<file path="config.mk">
export PLATFORM = sky130hd
export DESIGN_NAME = prog_sequencer
export DESIGN_NICKNAME = d
export VERILOG_FILES = /design/src/rtl/prog_sequencer.sv
export SDC_FILE = /design/constraint.sdc
export NUM_CORES = 1
export LEC_CHECK = 0
export CELL_PAD_IN_SITES_DETAIL_PLACEMENT = 1
export CELL_PAD_IN_SITES_GLOBAL_PLACEMENT = 1
export CORE_MARGIN = 2
export CORE_UTILIZATION = 36
export DETAILED_ROUTE_END_ITERATION = 10
export PLACE_DENSITY_LB_ADDON = 0.1
export SLEW_MARGIN = 20
export SYNTH_ARGS = -nofsm -noshare
export SYNTH_HDL_FRONTEND = slang
export SYNTH_SLANG_ARGS = --single-unit
</file>
<file path="constraint.sdc">
create_clock -name Clk -period 5.8 [get_ports Clk]
set_clock_uncertainty 0.2 [all_clocks]
set_input_delay 1.16 -clock Clk [delete_from_list [all_inputs] [get_ports Clk]]
set_output_delay 1.16 -clock Clk [all_outputs]
set_load 0.1 [all_outputs]
</file>
<file path="src/rtl/prog_sequencer.sv">
// Two-cycle fetch/execute sequencer for a 9-bit accumulator ISA (ALU ops into R0, flag branches, HALT).
// Optional feature macro: PARITY_BRANCH_EN enables BPAR (branch on latched parity); otherwise BPAR is a NOP.
module prog_sequencer (
  input  logic       Clk,
  input  logic       Reset,
  input  logic       start,
  input  logic [8:0] instr,
  input  logic       zero_flag,
  input  logic       parity_flag,
  input  logic       not_equal,
  output logic [7:0] prog_ctr,
  output logic [2:0] op_code,
  output logic [2:0] reg_sel,
  output logic       reg_wr_en,
  output logic       done
);

  typedef enum logic [1:0] {IDLE, FETCH, EXEC, HALT} state_t;

  state_t     state;
  logic [8:0] ir;
  logic       flag_z;
  logic       flag_p;
  logic       flag_ne;
  logic       branch_taken;
  logic [7:0] branch_target;
  logic       unused_bits;

  // Offset is a 6-bit two's-complement value; 8-bit wraparound gives modulo-256 targets.
  assign branch_target = prog_ctr + {{2{ir[5]}}, ir[5:0]};

  always_comb begin
    branch_taken = 1'b0;
    case (ir[7:6])
      2'b00: branch_taken = flag_z;
      2'b01: branch_taken = flag_ne;
`ifdef PARITY_BRANCH_EN
      2'b10: branch_taken = flag_p;
`else
      2'b10: branch_taken = 1'b0;
`endif
      default: branch_taken = 1'b0;
    endcase
  end

`ifdef PARITY_BRANCH_EN
  assign unused_bits = ^ir[1:0];
`else
  assign unused_bits = ^{ir[1:0], flag_p};
`endif

  // The EXEC-cycle outputs are loaded on the same edge that loads IR, from the same word,
  // so they are registered copies of IR fields and clear again when EXEC ends.
  always_ff @(posedge Clk or posedge Reset) begin
    if (Reset) begin
      state     <= IDLE;
      prog_ctr  <= 8'd0;
      ir        <= 9'd0;
      flag_z    <= 1'b0;
      flag_p    <= 1'b0;
      flag_ne   <= 1'b0;
      op_code   <= 3'd0;
      reg_sel   <= 3'd0;
      reg_wr_en <= 1'b0;
      done      <= 1'b0;
    end else begin
      case (state)
        IDLE: begin
          if (start) state <= FETCH;
        end
        FETCH: begin
          ir        <= instr;
          op_code   <= instr[7:5];
          reg_sel   <= instr[4:2];
          reg_wr_en <= ~instr[8];
          state     <= EXEC;
        end
        EXEC: begin
          op_code   <= 3'd0;
          reg_sel   <= 3'd0;
          reg_wr_en <= 1'b0;
          if (!ir[8]) begin
            flag_z   <= zero_flag;
            flag_p   <= parity_flag;
            flag_ne  <= not_equal;
            prog_ctr <= prog_ctr + 8'd1;
            state    <= FETCH;
          end else if (ir[7:6] == 2'b11) begin
            done  <= 1'b1;
            state <= HALT;
          end else begin
            prog_ctr <= branch_taken ? branch_target : prog_ctr + 8'd1;
            state    <= FETCH;
          end
        end
        HALT: begin
          if (start) begin
            prog_ctr <= 8'd0;
            done     <= 1'b0;
            state    <= FETCH;
          end
        end
        default: state <= IDLE;
      endcase
    end
  end

endmodule
</file>
==> results.md, run 1 <==
Logic synthesis:
- Counting every instance in the synthesized netlist gives 158.
- In the synthesized netlist the dominant register cell turns out to be sky130_fd_sc_hd__dfrtp_1.
- In this run the mean area of a mapped cell was 10.8 µm².
- In the synthesized netlist the async set-or-reset flop fraction comes to 1.00.
- The number of unique standard cell types used by synthesis is 41.
- Yosys printed 0 warnings.
- When the netlist entered floorplanning its net count stood at 185.
- The post-synthesis cell area is 1700 µm².
- After synthesis the netlist holds a flip-flop and latch count of 29.
- The share of the Yosys chip area taken by registers is 0.427.
- The number of enable flip-flop cells after synthesis is 0.

STA:
- Setup repair after global routing left no endpoint under its margin.
- The number of pins with negative max-slew slack in the final report came to 0.
- In the finished design, the share of the clock period the worst path needs comes to 0.568.
- The minimum clock period after layout is 3.30 ns.
- Static timing analysis puts the maximum clock frequency at 303 MHz.
- The final-report hold violation count is 0.
- Setup violations remaining at the end of the flow were counted as 0.
- At the pin with the least slew margin, the transition time is 0.975 ns.
- In this run the tightest slew margin relative to its limit is 0.348.
- The summed negative setup slack over all endpoints is 0 ns.

Worst setup path:
- The worst endpoint required time is 4.44 ns.
- The worst setup path is launched from a flip-flop.
- The biggest fanout along the worst timing path is 6.
- The termination of the worst setup path is prog_ctr[1].
- On the critical path, the stage with the largest delay is an instance of sky130_fd_sc_hd__clkdlybuf4s50_1.
- The peak per-stage delay on the critical path is 1.18 ns.
- Data on the critical path arrives at its endpoint at 1.94 ns.
- The launch instance of the worst register-to-register path is prog_ctr[0]$_DFFE_PP0P_.
- Broken down by cell family, the worst path's largest delay share belongs to buffers and inverters.
- The critical path is of the flip-flop to primary output type.
- The worst reg2reg path endpoint is prog_ctr[6]$_DFFE_PP0P_.
- The critical path goes through clkdlybuf4s50_1.
- The sum of buffers and inverters on the critical path is 1.
- The startpoint of the worst setup timing path is prog_ctr[1]$_DFFE_PP0P_.
- The kind of end point of the critical path is a primary output.
- The worst register-to-register path has a setup slack of 3.38 ns.
- The number of logic stages on the critical path including buffering is 1.
- The worst-case reg-to-reg path depth is 7.

Clock tree:
- The total number of clock tree sinks is 29.
- Counting the buffers created by CTS gives 5.
- The number of setup buffers added after CTS is 0.
- The total of hold buffers inserted after clock tree synthesis is 0.
- The clock-pin slew reported for the worst setup and hold paths after clock tree synthesis is 0.06 ns.
- At the later pin of the worst-skew pair, clock insertion delay measures 0.27 ns.
- The CTS tree is yes.
- The cell sitting at the root of the clock tree is a sky130_fd_sc_hd__clkbuf_8.
- Gates resized during post-CTS repair numbered 0.
- The H-tree generated during clock tree synthesis spans 2 levels.
- No sink is reached through more buffers than the 2 on the longest clock path.

Worst hold path:
- In this run the worst hold path is classified as flip-flop to flip-flop.

Outcome:
- The flow ran to the end, and the final reports show no timing, DRC or antenna violations.

Final layout:
- The post-layout net count is 216.
- The repair_antennas step left the layout with diodes totalling 0.
- The area growth from synthesis to layout is 23.9%.
- The library cells used most frequently in the layout, excluding fill and tap cells, are 29 x sky130_fd_sc_hd__dfrtp_1, 29 x sky130_fd_sc_hd__clkdlybuf4s50_1, 12 x sky130_fd_sc_hd__a21oi_1, 11 x sky130_fd_sc_hd__mux2_2, 11 x sky130_fd_sc_hd__ha_1.
- In the final layout, the share of cells above drive strength 1 is 0.132.

Die:
- The floorplan die area is 5290 µm².
- The boundary pin count is 31.
- In this run the vertical extent of the chip is 72.7 µm.
- The number of standard-cell rows in the floorplan is 25.
- Measured along the x axis, the die boundary spans 72.7 µm.
- The area inside the core boundary is 4630 µm².
- The initial standard-cell utilization of the core is 0.367.

Placement:
- In this run the tool buffered the top-level ports with 29 buffer cells.
- The placer congestion estimate is 0.750.
- Summed over all nets, the half-perimeter wirelength after detailed placement is 3030 µm.

Detailed routing:
- The starting DRC count in detailed routing is 73.
- In the routed design, unresolved DRC markers number 0.
- The total via count in the routed design is 1339.
- The count of nets left with antenna violations once routing finished came out at 0.
- The number of optimization iterations in the first detailed-route pass is 4.
- After detailed routing, the number of vias per cell comes to 5.51.
- Summed over all layers, the routed wires come to 3960 µm.
- The average wire per standard cell is 16.3 µm.

Global routing:
- In the global route stage, overall resource usage came out at 0.169.
- The initial antenna violation count is 0.
- The wire length of the first global-routing pass is 6850 µm.
- Summed over all layers, the global routing overflow is 0.
- The via count of the first global-routing pass was 1416.
- Entering global routing, the biggest net connects 30 pins.

Run:
- Max-cap violations in this run came to 0.
==> worst reg2reg max path, cell delays in order, from the launching register on <==
cell and delay [ns]:
sky130_fd_sc_hd__dfrtp_1 0.45, sky130_fd_sc_hd__ha_1 0.29, sky130_fd_sc_hd__fa_1 0.45, sky130_fd_sc_hd__a211oi_1 0.25, sky130_fd_sc_hd__o21bai_1 0.12, sky130_fd_sc_hd__a21oi_1 0.22
sky130_fd_sc_hd__xor2_1 0.18, sky130_fd_sc_hd__o221ai_1 0.14
==> cells in the mapped netlist (all sizes together), types with 3 or more instances <==
library cell	n	area, µm²
nand3	3	20.0
xor2	4	35.0
o221ai	3	32.5
buf	3	30.0
ha	11	138
o21ai	13	68.8
mux2	11	124
nand2	9	33.8
nand2b	5	41.3
a21oi	12	60.1
inv	6	22.5
dfrtp	29	726
nor3	7	35.0
xnor2	3	26.3
o22ai	3	18.8
a22o	7	61.3
nor2	6	22.5
==> kinds of logic after synthesis <==
kind of cell | share of synthesized area
flops | 0.427
buf+inv | 0.0353
compound gates | 0.188
xor+xnor | 0.0361
fa+ha+maj | 0.0927
mux | 0.0846
simple gates | 0.137
==> flip-flops by register name, indices dropped and copies added, names as in the netlist <==
name       count
done           1
flag_ne        1
flag_z         1
ir             9
op_code        3
prog_ctr       8
reg_sel        3
reg_wr_en      1
state          2
==> stage by stage <==
step,util,cell area [µm²],instances,hold slack (ns),setup WS (ns)
finish,0.455,2110,243,0.293,2.50
global route,0.455,2110,243,0.326,2.44
CTS,0.455,2110,243,0.300,2.49
detailed placement,0.436,2020,236,0.284,2.80
global placement,0.436,2020,236,0.271,2.80
floorplan,-,1700,158,0.280,3.10
==> worst min path at each step <==
stage | from | slack (ns) | cells past startpoint | endpoint
final | reg_sel[0]$_DFFE_PP0P_ | 0.29 | 2 | reg_sel[0]$_DFFE_PP0P_
after global routing | op_code[0]$_DFFE_PP0P_ | 0.33 | 1 | op_code[0]$_DFFE_PP0P_
after CTS | reg_sel[0]$_DFFE_PP0P_ | 0.30 | 2 | reg_sel[0]$_DFFE_PP0P_
after detailed placement | reg_sel[0]$_DFFE_PP0P_ | 0.28 | 2 | reg_sel[0]$_DFFE_PP0P_
after global placement | reg_wr_en$_DFFE_PP0P_ | 0.27 | 2 | reg_wr_en$_DFFE_PP0P_
after floorplan | flag_z$_DFFE_PP0P_ | 0.28 | 1 | flag_z$_DFFE_PP0P_
==> layer usage <==
layer | share of wire | routed length, µm | vias to the layer above | track usage
met3 | 0.031 | 121 | 10 | 0.0401
li1 | - | - | 646 | -
met5 | 0 | 0 | - | 0
met2 | 0.50 | 1960 | 24 | 0.273
met1 | 0.45 | 1780 | 659 | 0.211
met4 | 0.023 | 92 | 0 | 0.0823
==> area by class of cell <==
class,count,area (µm²)
timing repair buffer,29,290
tap,54,67.6
clock buffer,7,86.3
sequential,29,726
multi-input combinational,118,915
fill,516,2520
inverter,6,22.5
Power of run 1 is left out: the tool's default activity adds up to more than one toggle a clock period on the data nets, which glitch-free logic cannot reach.
==> run 2: changes to the inputs <==
Clock period 5.8 ns to 2.7 ns, I/O delays scaled along.
==> run 2 against run 1 <==
  * First-iteration DRC count is 52% lower
  * Die area did not move
  * Cell count up 1.2%
  * Hold slack got worse by 0.0017 ns
  * Wire length increased by 2.5%
  * Non-clock buffer count up 2
==> results.md, run 2 (same netlist as run 1, synthesis figures left out) <==
Detailed routing:
- Once detail routing completed, the nets flagged for antenna violations numbered 0.
- Dividing the detail-routed wire length by the instance count gives 16.5 µm.
- For this block, the initial DRC count from the detailed router was 35.
- The total detailed-routing wirelength is 4050 µm.
- The first TritonRoute pass finished after 4 iterations.
- The total via count in the routed design is 1352.
- After detailed routing, the number of remaining DRC violations is 0.
- After detailed routing, the number of vias per cell comes to 5.50.

STA:
- Headroom to the max-slew limit came out at 0.658.
- The transition at the pin with the smallest max-transition slack is 0.514 ns.
- Setup violations remaining at the end of the flow were counted as 0.
- Setup total negative slack on the finished layout was measured at 0 ns.
- The worst path needs 2.34 ns of the cycle, external delays included.
- The final setup slack of the worst path is 0.359 ns.
- The peak clock frequency supported by timing is 427 MHz.
- The number of pins with negative max-slew slack in the final report was 0.
- The final-report hold violation count came to 0.
- Setup repair after global routing left no endpoint under its margin.
- The final cycle utilization of the critical path is 0.867.

Global routing:
- The via count of the first global-routing pass is 1461.
- The initial antenna violation count is 0.
- The global-route total usage across every layer is 0.167.
- The global route total overflow is 0.
- The maximum number of pins on one net before global-route repair is 30.
- The wire length of the first global-routing pass is 6730 µm.

Final layout:
- The share of post-route cells with drive strength above 1 is 0.219.
- ir holds more flip-flops than any other register.
- From synthesis to final layout, the design area changed by 22.1%.
- The top cell types in the final layout, fill and taps aside, are 28 x sky130_fd_sc_hd__dfrtp_1, 18 x sky130_fd_sc_hd__buf_4, 13 x sky130_fd_sc_hd__clkdlybuf4s50_1, 12 x sky130_fd_sc_hd__a21oi_1.
- Leaving out fill and tap cells, the most frequent cell in the layout is sky130_fd_sc_hd__dfrtp_1.
- After the last flow step, the layout net total stands at 218.
- Counting the fill cells in the layout gives 536.
- The repair_antennas step left the layout with diodes totalling 0.
- The largest registers in the layout are ir (9), prog_ctr (8).
- The register with the most flip-flops in the layout has 9 of them.

Clock tree:
- The number of buffers added by the clock tree synthesis step is 5.
- The worst-case clock buffer depth is 2.
- The total of hold buffers inserted after clock tree synthesis is 0.
- The clock-pin slew reported for the worst setup and hold paths after clock tree synthesis is 0.06 ns.
- The buffer cell driving the clock tree root is sky130_fd_sc_hd__clkbuf_8.
- The post-cts repair resize count is 0.
- In this run the number of H-tree levels came out at 2.
- TritonCTS built the clock tree.
- The total number of clock tree sinks is 29.
- The clock latency of the later-clocked register in the worst-skew pair is 0.27 ns.
- The number of setup buffers added after CTS is 0.

Die:
- The width of the chip is 72.7 µm.
- The initial standard-cell utilization of the core is 0.367.
- The floorplan step defined a die boundary enclosing 5290 µm².
- The area inside the core boundary is 4630 µm².
- The floorplan step set the die height to 72.7 µm.
- For this design the top-level I/O count stands at 31.
- The number of standard-cell rows in the floorplan is 25.

Placement:
- The number of port buffers is 29.
- The congestion estimate from routability-driven global placement came to 0.748.
- The minimum setup slack after placement is 0.355 ns.
- The post-DP HPWL is 3130 µm.

Worst setup path:
- By startpoint and endpoint, the worst setup path is classified as flip-flop to flip-flop.
- For the worst setup path, the data required time is 2.63 ns.
- The biggest fanout along the worst timing path is 6.
- STA classifies the critical path startpoint as a flip-flop.
- The worst setup path is captured at a flip-flop.
- The signal arrival time at the worst endpoint is 2.28 ns.

Worst hold path:
- The path class of the tightest hold or removal check is flip-flop to flip-flop.

Run:
- The reported max-cap violation count is 0.

Outcome:
- The flow ran to the end, and the final reports show no timing, DRC or antenna violations.
==> run 2: stage by stage <==
step,cell area (µm²),util,hold slack (ns),instances
after global placement,2000,0.431,0.273,238
final,2080,0.449,0.291,246
after global routing,2080,0.449,0.323,246
after detailed placement,2000,0.431,0.281,238
after floorplan,1700,-,0.280,158
after CTS,2080,0.449,0.296,246
==> run 2: cell type report <==
cell class | instances | area [µm²] | share of cell area
sequential | 29 | 727 | 0.350
timing repair buffer | 31 | 265 | 0.128
tap | 54 | 67.6 | 0.0325
inverter | 6 | 22.5 | 0.0108
clock buffer | 8 | 80.1 | 0.0386
multi-input combinational | 118 | 915 | 0.440
==> run 2: path summary, 6_finish.rpt <==
kind,startpoint,end,slack (ns),depth (start not counted)
max,prog_ctr[0]$_DFFE_PP0P_,prog_ctr[6]$_DFFE_PP0P_,0.36,7
min,reg_sel[0]$_DFFE_PP0P_,reg_sel[0]$_DFFE_PP0P_,0.29,2
max reg2reg,prog_ctr[0]$_DFFE_PP0P_,prog_ctr[6]$_DFFE_PP0P_,0.36,7
min reg2reg,reg_sel[0]$_DFFE_PP0P_,reg_sel[0]$_DFFE_PP0P_,0.29,2
max in group asynchronous,Reset,prog_ctr[0]$_DFFE_PP0P_,1.53,3
min in group asynchronous,Reset,state[0]$_DFFE_PP0P_,0.47,3
==> run 2: metal layers <==
layer	vias up	GRT usage	wire length, µm
met5	-	0	0
met1	679	0.192	1770
met3	4	0.0345	94
met4	0	0.0597	39
met2	19	0.305	2150
li1	650	-	-
==> run 2: critical path, cell delays in order (launching register included) <==
cell and delay (ns):
sky130_fd_sc_hd__dfrtp_2 0.45, sky130_fd_sc_hd__ha_1 0.26, sky130_fd_sc_hd__fa_1 0.44, sky130_fd_sc_hd__a211oi_1 0.25, sky130_fd_sc_hd__o21bai_1 0.12, sky130_fd_sc_hd__a21oi_1 0.18, sky130_fd_sc_hd__xor2_1 0.17, sky130_fd_sc_hd__o221ai_1 0.14
Power of run 2 is left out for the same reason.
==> run 3: changes to the inputs <==
Settings changed: ABC_CLOCK_PERIOD_IN_PS set to 2700, DONT_BUFFER_PORTS set to 1.
==> run 3 against run 2 <==
  * Critical endpoint unchanged
  * Non-clock buffer count shrank 13
  * Hold slack lost 0.30 ns
  * The flow now finishes with violations (hold timing)
  * Design area shrank 6.0%
  * Global-route usage grew 1.5 points
==> results.md, run 3 (same netlist as run 1, synthesis figures left out) <==
Clock tree:
- In this run, CTS created clock tree buffers numbering 5.
- Post-CTS repair changed the size of 0 cells.
- The total number of clock tree sinks is 29.
- TritonCTS built the clock tree.
- Buffers added to address setup during post-CTS repair amount to 0.
- For the worst-skew pair, the clock arrives at the later sink with an insertion delay of 0.28 ns.
- The worst-case clock buffer depth is 2.
- The total of hold buffers inserted after clock tree synthesis is 0.
- The buffer cell driving the clock tree root is sky130_fd_sc_hd__clkbuf_8.
- CTS built an H-tree with a depth of 2.
- The clock-pin slew reported for the worst setup and hold paths after clock tree synthesis is 0.06 ns.

Worst setup path:
- The slowest cell on the critical path is sky130_fd_sc_hd__fa_1.
- The signal arrival time at the worst endpoint is 2.30 ns.
- The start-to-end type of the worst setup path is flip-flop to flip-flop.
- The worst endpoint required time is 2.64 ns.
- The kind of end point of the critical path is a flip-flop.
- The biggest fanout along the worst timing path is 3.
- STA classifies the critical path startpoint as a flip-flop.
- The signal on the critical path passes through ha_1 -> fa_1 -> a211oi_1 -> o21bai_1 -> a21oi_1 -> xor2_1 -> o221ai_1.
- The peak per-stage delay on the critical path is 0.44 ns.

Final layout:
- The net count of the finished layout is 205.
- In the final layout, the registers with the most flip-flops are ir (9), prog_ctr (8).
- The register with the most flip-flops in the layout has 9 of them.
- The share of post-route cells with drive strength above 1 is 0.242.
- Fill cells in the final layout number 529.
- The library cell used most frequently in the layout, excluding fill and tap cells, is sky130_fd_sc_hd__dfrtp_1.
- In the layout the commonest cells are 28 x sky130_fd_sc_hd__dfrtp_1, 18 x sky130_fd_sc_hd__buf_4, 12 x sky130_fd_sc_hd__a21oi_1, 11 x sky130_fd_sc_hd__mux2_2, 11 x sky130_fd_sc_hd__ha_1.
- Relative to the synthesized area, the layout overhead comes to 14.9%.
- More flip-flops sit in one register than any other, and that register is ir.
- The total inserted antenna cells is 0.
- The area occupied by multi-input gates is 915 µm².
- The final core utilization is 0.422.
- The area taken by flip-flops and latches is 727 µm².

Outcome:
- The flow ran to the end, but the final reports show violations.
- The checks that failed: hold timing.

STA:
- For the final routed database, the setup TNS stands at 0 ns.
- Hold timing on the final database bottoms out at a slack of -0.0103 ns.
- The worst pin sits at a relative slew slack of 0.640.
- The final-report hold violation count is 12.
- The number of pins with negative max-slew slack in the final report is 0.
- The final cycle utilization of the critical path is 0.873.
- At the pin with the least slew margin, the transition time is 0.539 ns.
- Based on the critical path, the design can be clocked at up to 424 MHz.
- Setup repair after global routing left no endpoint under its margin.
- The number of setup violations in the final report is 0.
- The minimum clock period after layout is 2.36 ns.

Die:
- The die boundary height is 72.7 µm.
- The die is 72.7 µm wide.
- 31 I/O pins were placed.
- The number of standard-cell rows in the floorplan is 25.
- For this configuration, the core starts out at a cell density of 0.367.
- The floorplan die area is 5290 µm².
- The area inside the core boundary is 4630 µm².

Global routing:
- The global-route total usage across every layer is 0.183.
- The initial antenna violation count is 0.
- The via count of the first global-routing pass came to 1475.
- The global route total overflow is 0.
- The wire length of the first global-routing pass is 7270 µm.
- The maximum number of pins on one net before global-route repair is 18.

Run:
- Across the run, the number of max-cap violations was 0.

Detailed routing:
- The starting DRC count in detailed routing is 55.
- The ratio of routed vias to standard cells is 5.62.
- The routed layout has 1303 vias.
- In the routed design, unresolved DRC markers number 0.
- The remaining antenna violation count after routing is 0.
- Summed over all layers, the routed wires come to 4240 µm.
- Before antenna repair, the detailed router went through 4 iterations.
- The average wire per standard cell is 18.3 µm.

Placement:
- Routability-driven placement finished with a final weighted congestion of 0.828.
- In this run the tool buffered the top-level ports with 0 buffer cells.
- The HPWL after detailed placement is 3290 µm.

Worst hold path:
- The worst min-delay path class is input port to async pin.
[run 3: worst max-delay path, delay by kind of cell, from the launching register on]
family / cells / cell delay, ns
adder cells (fa/ha/maj): 2 / 0.68
XOR/XNOR: 1 / 0.16
AO/OA/AOI/OAI: 4 / 0.78
flip-flops: 1 / 0.41
[run 3: metrics by stage]
step,hold slack [ns],cell area [µm²],worst slack [ns],cells
finish,-0.0103,1950,0.342,232
global placement,0.292,1870,0.461,225
detailed placement,0.296,1870,0.417,225
floorplan,0.280,1700,0.179,158
CTS,0.000784,1950,0.401,232
global route,0.0144,1950,0.253,232
[run 3: cell type report]
cell class / count / area share
inverters: 6 / 0.0115
clock buffers: 7 / 0.0442
multi-input cells: 118 / 0.468
well taps: 54 / 0.0346
repair buffers: 18 / 0.0692
flip-flops and latches: 29 / 0.372
[run 3: path summary, 6_finish.rpt]
check	startpoint	to	slack [ns]	depth (start not counted)
max	prog_ctr[0]$_DFFE_PP0P_	prog_ctr[6]$_DFFE_PP0P_	0.34	7
min in group Clk	instr[8]	reg_wr_en$_DFFE_PP0P_	0.15	1
min	Reset	ir[1]$_DFFE_PP0N_	-0.01	1
max reg2reg	prog_ctr[0]$_DFFE_PP0P_	prog_ctr[6]$_DFFE_PP0P_	0.34	7
min reg2reg	flag_z$_DFFE_PP0P_	flag_z$_DFFE_PP0P_	0.31	1
max in group asynchronous	Reset	op_code[0]$_DFFE_PP0P_	1.66	2
[run 3: routing by layer]
layer,up-vias,GRT usage,wire length [µm]
met3,9,0.0497,139
met4,0,0.0679,77
met1,651,0.217,1820
met2,24,0.314,2200
met5,-,0,0
li1,619,-,-
Power of run 3 is left out for the same reason.
